[config.mk]
export PLATFORM = sky130hd
export DESIGN_NAME = gf2m_binary_inverter_flat
export DESIGN_NICKNAME = d
export VERILOG_FILES = /design/src/rtl/gf2m_pkg.sv /design/src/rtl/gf2m_binary_inverter_if.sv /design/src/rtl/gf2m_halve.sv /design/src/rtl/gf2m_binary_inverter.sv /design/src/flat_wrapper.sv
export SDC_FILE = /design/constraint.sdc
export NUM_CORES = 2
export LEC_CHECK = 0
export CAP_MARGIN = 20
export CORE_MARGIN = 4
export CORE_UTILIZATION = 45
export CTS_BUF_LIST = sky130_fd_sc_hd__clkbuf_4
export CTS_CLUSTER_DIAMETER = 120
export DETAILED_ROUTE_END_ITERATION = 6
export SLEW_MARGIN = 10
export SYNTH_ARGS = -nofsm -noshare
export SYNTH_HDL_FRONTEND = slang
export SYNTH_HIERARCHICAL = 1
export SYNTH_SLANG_ARGS = --single-unit
[constraint.sdc]
create_clock -name clk -period 4.05 [get_ports clk]
set_clock_uncertainty 0.05 [all_clocks]
set_input_delay 0.6075 -clock clk [delete_from_list [all_inputs] [get_ports clk]]
set_output_delay 0.6075 -clock clk [all_outputs]
set_load 0.03 [all_outputs]
[src/rtl/gf2m_pkg.sv]
// Shared constants and types for the GF(2^m) field-arithmetic datapath.
// Default field is NIST B-163: f = x^163 + x^7 + x^6 + x^3 + 1.
package gf2m_pkg;

    localparam int M_DEFAULT = 163;

    // bits 163, 7, 6, 3, 0
    localparam logic [M_DEFAULT:0] POLY_B163 = (164'd1 << 163) | 164'h0C9;

    typedef logic [M_DEFAULT-1:0] fe_t;
    typedef logic [M_DEFAULT:0]   fe_wide_t;

    typedef enum logic {
        IDLE = 1'b0,
        RUN  = 1'b1
    } state_t;

endpackage

[src/rtl/gf2m_binary_inverter_if.sv]
// Start/done handshake and operand/result bus of the field inverter.
// The master drives start and a; the slave (the inverter) returns busy, done, err and y.
interface gf2m_binary_inverter_if #(
    parameter int M = gf2m_pkg::M_DEFAULT
);
    logic         start;
    logic [M-1:0] a;
    logic         busy;
    logic         done;
    logic         err;
    logic [M-1:0] y;

    modport master (output start, a, input busy, done, err, y);
    modport slave  (input start, a, output busy, done, err, y);

endinterface

[src/rtl/gf2m_halve.sv]
// Division by x modulo f for an M-bit field element: odd inputs get f added first,
// and bit M of that sum lands in bit M-1 of the result.
module gf2m_halve #(
    parameter int         M    = gf2m_pkg::M_DEFAULT,
    parameter logic [M:0] POLY = gf2m_pkg::POLY_B163[M:0]
) (
    input  logic [M-1:0] i_g,
    output logic [M-1:0] o_h
);

    logic [M:0] w_sum;

    assign w_sum = {1'b0, i_g} ^ POLY;
    assign o_h   = i_g[0] ? w_sum[M:1] : {1'b0, i_g[M-1:1]};

endmodule

[src/rtl/gf2m_binary_inverter.sv]
// Binary extended-Euclid inverter over GF(2^M): y = a^-1 mod f, one reduction step per clock.
// state | meaning
// IDLE  | waiting for start; a==0 answers immediately with err
// RUN   | reducing u/v toward 1 while tracking g1/g2 so that g*a == u/v (mod f)
module gf2m_binary_inverter
    import gf2m_pkg::*;
#(
    parameter int         M    = M_DEFAULT,
    parameter logic [M:0] POLY = POLY_B163[M:0]
) (
    input  logic                  clk,
    input  logic                  rst,
    gf2m_binary_inverter_if.slave io_inv
);

    localparam logic [M:0]   ONE_W = (M+1)'(1);
    localparam logic [M-1:0] ONE_F = M'(1);

    state_t       r_state;
    logic [M:0]   r_u;
    logic [M:0]   r_v;
    logic [M-1:0] r_g1;
    logic [M-1:0] r_g2;
    logic [M-1:0] r_y;
    logic         r_done;
    logic         r_err;

    state_t       w_state_nxt;
    logic [M:0]   w_u_nxt;
    logic [M:0]   w_v_nxt;
    logic [M-1:0] w_g1_nxt;
    logic [M-1:0] w_g2_nxt;
    logic [M-1:0] w_y_nxt;
    logic         w_done_nxt;
    logic         w_err_nxt;

    logic [M-1:0] w_g1_half;
    logic [M-1:0] w_g2_half;

    gf2m_halve #(.M(M), .POLY(POLY)) u_halve_g1 (
        .i_g (r_g1),
        .o_h (w_g1_half)
    );

    gf2m_halve #(.M(M), .POLY(POLY)) u_halve_g2 (
        .i_g (r_g2),
        .o_h (w_g2_half)
    );

    always_ff @(posedge clk) begin
        if (rst) begin
            r_state <= IDLE;
            r_u     <= '0;
            r_v     <= '0;
            r_g1    <= '0;
            r_g2    <= '0;
            r_y     <= '0;
            r_done  <= 1'b0;
            r_err   <= 1'b0;
        end else begin
            r_state <= w_state_nxt;
            r_u     <= w_u_nxt;
            r_v     <= w_v_nxt;
            r_g1    <= w_g1_nxt;
            r_g2    <= w_g2_nxt;
            r_y     <= w_y_nxt;
            r_done  <= w_done_nxt;
            r_err   <= w_err_nxt;
        end
    end

    always_comb begin
        w_state_nxt = r_state;
        w_u_nxt     = r_u;
        w_v_nxt     = r_v;
        w_g1_nxt    = r_g1;
        w_g2_nxt    = r_g2;
        w_y_nxt     = r_y;
        w_done_nxt  = 1'b0;
        w_err_nxt   = 1'b0;

        unique case (r_state)
            IDLE: begin
                if (io_inv.start) begin
                    if (io_inv.a == '0) begin
                        w_y_nxt    = '0;
                        w_err_nxt  = 1'b1;
                        w_done_nxt = 1'b1;
                    end else begin
                        w_u_nxt     = {1'b0, io_inv.a};
                        w_v_nxt     = POLY;
                        w_g1_nxt    = ONE_F;
                        w_g2_nxt    = '0;
                        w_state_nxt = RUN;
                    end
                end
            end
            RUN: begin
                if (r_u == ONE_W) begin
                    w_y_nxt     = r_g1;
                    w_done_nxt  = 1'b1;
                    w_state_nxt = IDLE;
                end else if (r_v == ONE_W) begin
                    w_y_nxt     = r_g2;
                    w_done_nxt  = 1'b1;
                    w_state_nxt = IDLE;
                end else if (!r_u[0]) begin
                    w_u_nxt  = r_u >> 1;
                    w_g1_nxt = w_g1_half;
                end else if (!r_v[0]) begin
                    w_v_nxt  = r_v >> 1;
                    w_g2_nxt = w_g2_half;
                end else if (r_u > r_v) begin
                    // integer compare stands in for degree compare; equal degrees still shrink
                    w_u_nxt  = r_u ^ r_v;
                    w_g1_nxt = r_g1 ^ r_g2;
                end else begin
                    w_v_nxt  = r_v ^ r_u;
                    w_g2_nxt = r_g2 ^ r_g1;
                end
            end
            default: w_state_nxt = IDLE;
        endcase
    end

    assign io_inv.busy = (r_state == RUN);
    assign io_inv.done = r_done;
    assign io_inv.err  = r_err;
    assign io_inv.y    = r_y;

endmodule
[src/flat_wrapper.sv]
// flat-port wrapper written by rule: the top's interface ports become plain ports
module gf2m_binary_inverter_flat import gf2m_pkg::*;
#(
    parameter int         M    = M_DEFAULT,
    parameter logic [M:0] POLY = POLY_B163[M:0]
)
  (clk, rst, io_inv_start, io_inv_a, io_inv_busy, io_inv_done, io_inv_err, io_inv_y);
  gf2m_binary_inverter_if #(.M(M)) io_inv_i ();
  input  logic clk;
  input  logic rst;
  input wire logic [$bits(io_inv_i.start)-1:0] io_inv_start;
  input wire logic [$bits(io_inv_i.a)-1:0] io_inv_a;
  output wire logic [$bits(io_inv_i.busy)-1:0] io_inv_busy;
  output wire logic [$bits(io_inv_i.done)-1:0] io_inv_done;
  output wire logic [$bits(io_inv_i.err)-1:0] io_inv_err;
  output wire logic [$bits(io_inv_i.y)-1:0] io_inv_y;
  assign io_inv_i.start = io_inv_start;
  assign io_inv_i.a = io_inv_a;
  assign io_inv_busy = io_inv_i.busy;
  assign io_inv_done = io_inv_i.done;
  assign io_inv_err = io_inv_i.err;
  assign io_inv_y = io_inv_i.y;
  gf2m_binary_inverter #(.M(M), .POLY(POLY)) u_core (.clk(clk), .rst(rst), .io_inv(io_inv_i));
endmodule
==> flow_summary.json <==
{
  "setup_ws_ns": -0.0127,
  "cp_max_fo": 82,
  "synthCells": 6076,
  "cp-end-kind": "register",
  "root_buffer": "clkbuf_4",
  "layout_commonest_cell": "nand2_1",
  "cp.required_ns": 5.06,
  "hold_slack_ns": 0.204,
  "finalNonFillerCells": 7982,
  "vdd_ir_drop_max_mv": 0.260,
  "place.port_buffers": 331,
  "synth_xor_area_share_pct": 0.114,
  "layout.nets": 6764,
  "synthSimpleGateAreaFrac_pct": 19.4,
  "fin_util_pct": 54.7,
  "drv_cap": 0,
  "synth-compound-area-share_pct": 28.5,
  "cp_data_arrival_time_ns": 5.07,
  "status": "finished with violations",
  "synthFlopType": "dfxtp_1",
  "period_share_pct": 100,
  "fin_crit_ns": 4.06,
  "core-area_um2": 102000,
  "synth_top_area_share_pct": 35.5,
  "rsz0062_at_grt": "yes",
  "relSlewSlack_pct": 16.7,
  "cts.path.max_buffers": 3,
  "ys_types": 56,
  "dr.pass1.iters": 7,
  "clkTransAtPathRegs_ns": 0.07,
  "r2r-end": "u_core/r_u[33]$_SDFFE_PP0P_",
  "insertion_delay_ns": 1.19,
  "syn2layout_area_growth_pct": 20.3,
  "yosys-mux-area-fraction_pct": 0,
  "die-area_um2": 108000,
  "setup.worst_path.start": "io_inv_a[111]",
  "h-tree-depth": 4,
  "p_leak_uw": 0.0194,
  "worstHoldEndpoint": "u_core/r_u[135]$_SDFFE_PP0P_",
  "slew_viol_final": 0,
  "rows": 117,
  "timing.rr.start": "u_core/r_v[144]$_SDFFE_PP0P_",
  "synth_edf_count": 0,
  "reg2reg_depth": 15,
  "hpwl_mm": 109,
  "synth_area_leaders": "dfxtp_1, nand2_1, o21ai_0, buf_4, ha_1",
  "mostFrequentLayoutCells": "nand2_1, dfxtp_1, o21ai_0, buf_4, a21oi_1",
  "die_y_um": 329,
  "io_pins": 332,
  "grt_usage_pct": 29.0,
  "ant_nets": 0,
  "start_util_pct": 45.4,
  "cts_sinks": 820,
  "violations": "negative setup slack",
  "fmax_mhz": 246,
  "cts-buffers-inserted": 226,
  "crit_type": "in2reg",
  "cts_tree": "built",
  "setup_viol": 3,
  "synth_top_family_by_area": "compound AO/OA/AOI/OAI gates",
  "wl_mm": 163,
  "antenna_found_initial": 5,
  "dp_slack_ns": -0.943,
  "synth_fa_ha_area_share_pct": 4.43,
  "worst-r2r-setup-slack_ns": 0.01,
  "ys_warn_count": 6,
  "hold_depth": 4,
  "ys_ff_latch": 820,
  "avgSynthCellArea_um2": 7.62,
  "via_per_inst": 5.91,
  "n_fill_cell": 9890,
  "min_path_type": "in2reg",
  "layout-drive-gt1-share_pct": 15.1,
  "synth_fp_nets": 6406,
  "dp_cells": 7572,
  "drcViolationCount": 0,
  "overflow": 0,
  "yosysTopAreaCell": "dfxtp_1",
  "place_congestion": 0.938,
  "p_per_area_nw_per_um2": 363,
  "worstMarginPinSlew_ns": 1.25,
  "hold_viol": 0,
  "die_width_um": 329,
  "min_from": "io_inv_a[135]",
  "async_reset_ff_share_pct": 0,
  "wire_per_inst_um": 20.4,
  "vias": 47200,
  "cp-start-kind": "input pin",
  "ys_seq_area_share_pct": 35.5,
  "synth.cell_area_um2": 46300,
  "grt_max_degree": 218,
  "grt_pass1_vias": 44800,
  "grt_pass1_wl_mm": 254,
  "drt-initial-drc-count": 4416
}
worst max-delay path: stages:
cell and delay (ns):
clkdlybuf4s50_1 0.52, nor4_1 1.00, nand4_1 0.26, nor3_1 0.57, nand4_1 0.39, nand2_1 0.27
or3b_1 0.22, nor3_1 0.11, and2_4 0.17, buf_4 0.15, buf_12 0.21, a211oi_1 0.34
a221o_1 0.14
registers in the layout, indices dropped and copies added (netlist names):
| name | flops |
|---|---|
| u_core/io_inv.err | 1 |
| u_core/r_u | 164 |
| u_core/r_g1 | 163 |
| u_core/io_inv.busy | 1 |
| u_core/r_v | 164 |
| u_core/io_inv.y | 163 |
| u_core/io_inv.done | 1 |
| u_core/r_g2 | 163 |
worst max-delay path by stage:
stage / to / slack, ns / cells past startpoint
2_1_floorplan: u_core/r_g1[100]$_SDFFE_PP0P_ / 0.70 / 14
3_3_place_gp: u_core/r_g1[34]$_SDFFE_PP0P_ / -0.93 / 13
3_5_place_dp: u_core/r_g1[50]$_SDFFE_PP0P_ / -0.94 / 12
4_1_cts: u_core/r_g2[156]$_SDFFE_PP0P_ / 0.02 / 16
5_1_grt: u_core/r_g1[80]$_SDFFE_PP0P_ / -0.03 / 14
6_report: u_core/r_g1[132]$_SDFFE_PP0P_ / -0.01 / 13
kinds of logic after synthesis:
group,after synthesis
AOI/OAI and AO/OA,1940
DFF,820
buffers and inverters,1139
and+or+nand+nor,2007
adders and majority gates,164
xor gates and xnor gates,6
routing by layer:
metal  GRT usage, %  routed length, um  up-vias
met2           45.9              73700     1665
met5              0                 13        -
li1               -                  -    22600
met3           5.33              10900      336
met4           12.7               6620        2
met1           38.6              71800    22600
cell type report:
| class | count | area (um^2) | area share (%) |
|---|---|---|---|
| Multi-Input combinational cell | 4117 | 24500 | 44.0 |
| Sequential cell | 820 | 16400 | 29.5 |
| Timing Repair Buffer | 935 | 8890 | 16.0 |
| Clock buffer | 344 | 2580 | 4.64 |
| Tap cell | 1368 | 1710 | 3.07 |
| Inverter | 334 | 1270 | 2.27 |
| Clock inverter | 55 | 285 | 0.512 |
| Antenna cell | 9 | 22.5 | 0.0404 |
Yosys cell counts (all sizes together) (2+ instances only):
master	n
nand2	1101
dfxtp	820
o21ai	592
buf	410
a21oi	403
clkbuf	395
inv	333
nor2	193
nor3	178
a211oi	169
ha	164
nor2b	163
a221o	162
a32o	162
o311ai	161
a22oi	160
nor4	149
nand3	120
a211o	79
nand4	74
a21o	15
o211ai	6
or4	6
xor2	6
a311oi	5
a221oi	4
nand2b	4
nand3b	4
o21a	4
a2111oi	3
and4	3
nor3b	3
o22ai	3
a31oi	2
nor4b	2
o221ai	2
o31ai	2
or2	2
or3	2
what timing repair did:
action | CTS | global route
setup endpoints to repair | 371 | 445
hold buffers | 1 | 0
setup buffers | 1 | 0
pin swaps | 1 | 1
gates cloned | 0 | 0
resized for setup | 4 | 19
endpoints found under the hold margin | 35 | 0
stage by stage:
stage / power (uW) / area (um^2) / setup TNS [ns]
after floorplan: 10700 / 46300 / 0
after global placement: 12600 / 52700 / -484.93
after detailed placement: 12700 / 52700 / -475.18
after CTS: 20300 / 55600 / 0
after global routing: 21200 / 55700 / -0.251
final: 20200 / 55700 / -0.0154
power breakdown:
part           internal [uW]  leakage [uW]  switching (uW)
Combinational           1620        0.0110            2460
Clock                   3910       0.00169            3710
Sequential              8290       0.00664             259
Power figures use the tool's default switching activity.
==> edit (same settings) <==
Reset style: asynchronous (`rst`), changed in one clocked block.
--- a/src/rtl/gf2m_binary_inverter.sv
+++ b/src/rtl/gf2m_binary_inverter.sv
@@ -47,7 +47,7 @@
         .o_h (w_g2_half)
     );
 
-    always_ff @(posedge clk) begin
+    always_ff @(posedge clk or posedge rst) begin
         if (rst) begin
             r_state <= IDLE;
             r_u     <= '0;
Function: not settled (the Yosys comparison gave no result); the edit may change what the design does.
==> edit against the unedited design <==
The run still ends with negative setup slack left. Sequential share of layout area increased by 4.6 points. Routed wire length increased by 1.6%. Sequential cell count unchanged. Setup slack got worse by 0.0055 ns. Cell area increased by 8.0%. Count of clock-buffer cells in the layout increased by 2. Die area increased by 9.9%. Critical path depth decreased by 2. Synthesized area increased by 10%. Critical endpoint is now u_core/io_inv.y[41]$_DFFE_PP0P_.
Power is not compared: it rests on default switching activity, and its combinational part moved more than twofold at a synthesized area within 25%.
==> edit: results (changes against the unedited design) <==
run_status:
  status: "finished, violations left"  # unchanged
  violations: "negative setup slack"  # unchanged
yosys:
  ys_types: 61  # was 56
  syn_area_per_cell_um2: 9.041  # was 7.620 um2
  async_reset_ff_share_pct: 100.0  # was 0%
  synth_nets: 5973  # was 6,406
  synth_compound_area_share_pct: 18.28  # was 28.52%
  yosys-top-cells-count: "nand2_1, dfrtp_1, nand3_1, buf_4, inv_1"  # was nand2_1, dfxtp_1, o21ai_0, a21oi_1, clkbuf_1
final_layout:
  fin_nets: 6262  # was 6,764
hold_path:
  min_from: "io_inv_a[121]"  # was io_inv_a[135]
place:
  gp_congestion: 0.9201  # was 0.9375
  placedCellCount: 7192  # was 7,572
  hpwl_mm: 113.6  # was 108.6 mm
drt:
  via_per_inst: 5.978  # was 5.908
  via_count: 45550  # was 47,160
  wire_per_inst_um: 21.73  # was 20.42 um
setup_path:
  critPathMaxStageDelay_ns: 1.14  # was 1.00 ns
  cp_data_arrival_time_ns: 5.03  # was 5.07 ns
grt:
  grtUsageTotal_pct: 27.28  # was 28.99%
  grt_pass1_wl_mm: 258.6  # was 254.1 mm
  grt_max_degree: 243  # was 218
sta:
  worst_pin_slew_ns: 1.355  # was 1.249 ns
  hold-worst-slack_ns: 0.1989  # was 0.2037 ns
  finalSetupViolCount: 10  # was 3
  worst_slack_ns: -0.01821  # was -0.01274 ns
cts:
  post_cts_resized: 2  # was 4
-- edit: routing by layer --
metal / part of all wire (%) / global-route usage, % / routed length [um] / vias to the layer above
met2: 45 / 42.26 / 75250 / 1638
met5: 0.021 / 0 / 34 / -
met3: 6.6 / 4.796 / 11000 / 329
met1: 44 / 37.60 / 72080 / 22600
li1: - / - / - / 20980
met4: 4.4 / 11.92 / 7220 / 4
-- edit: cell type report --
class,instances,area [um2],share of cell area (%)
Antenna cell,9,22.52,0.03744
Clock buffer,346,2597,4.318
Clock inverter,65,394.1,0.6552
Inverter,337,1269,2.109
Multi-Input combinational cell,3734,25150,41.81
Sequential cell,820,20530,34.13
Tap cell,1500,1877,3.120
Timing Repair Buffer,809,8310,13.82
-- edit: power by group --
group / switching [uW] / internal [uW]
Sequential: 1710 / 10000
Clock: 3770 / 4130
Combinational: 13700 / 9600
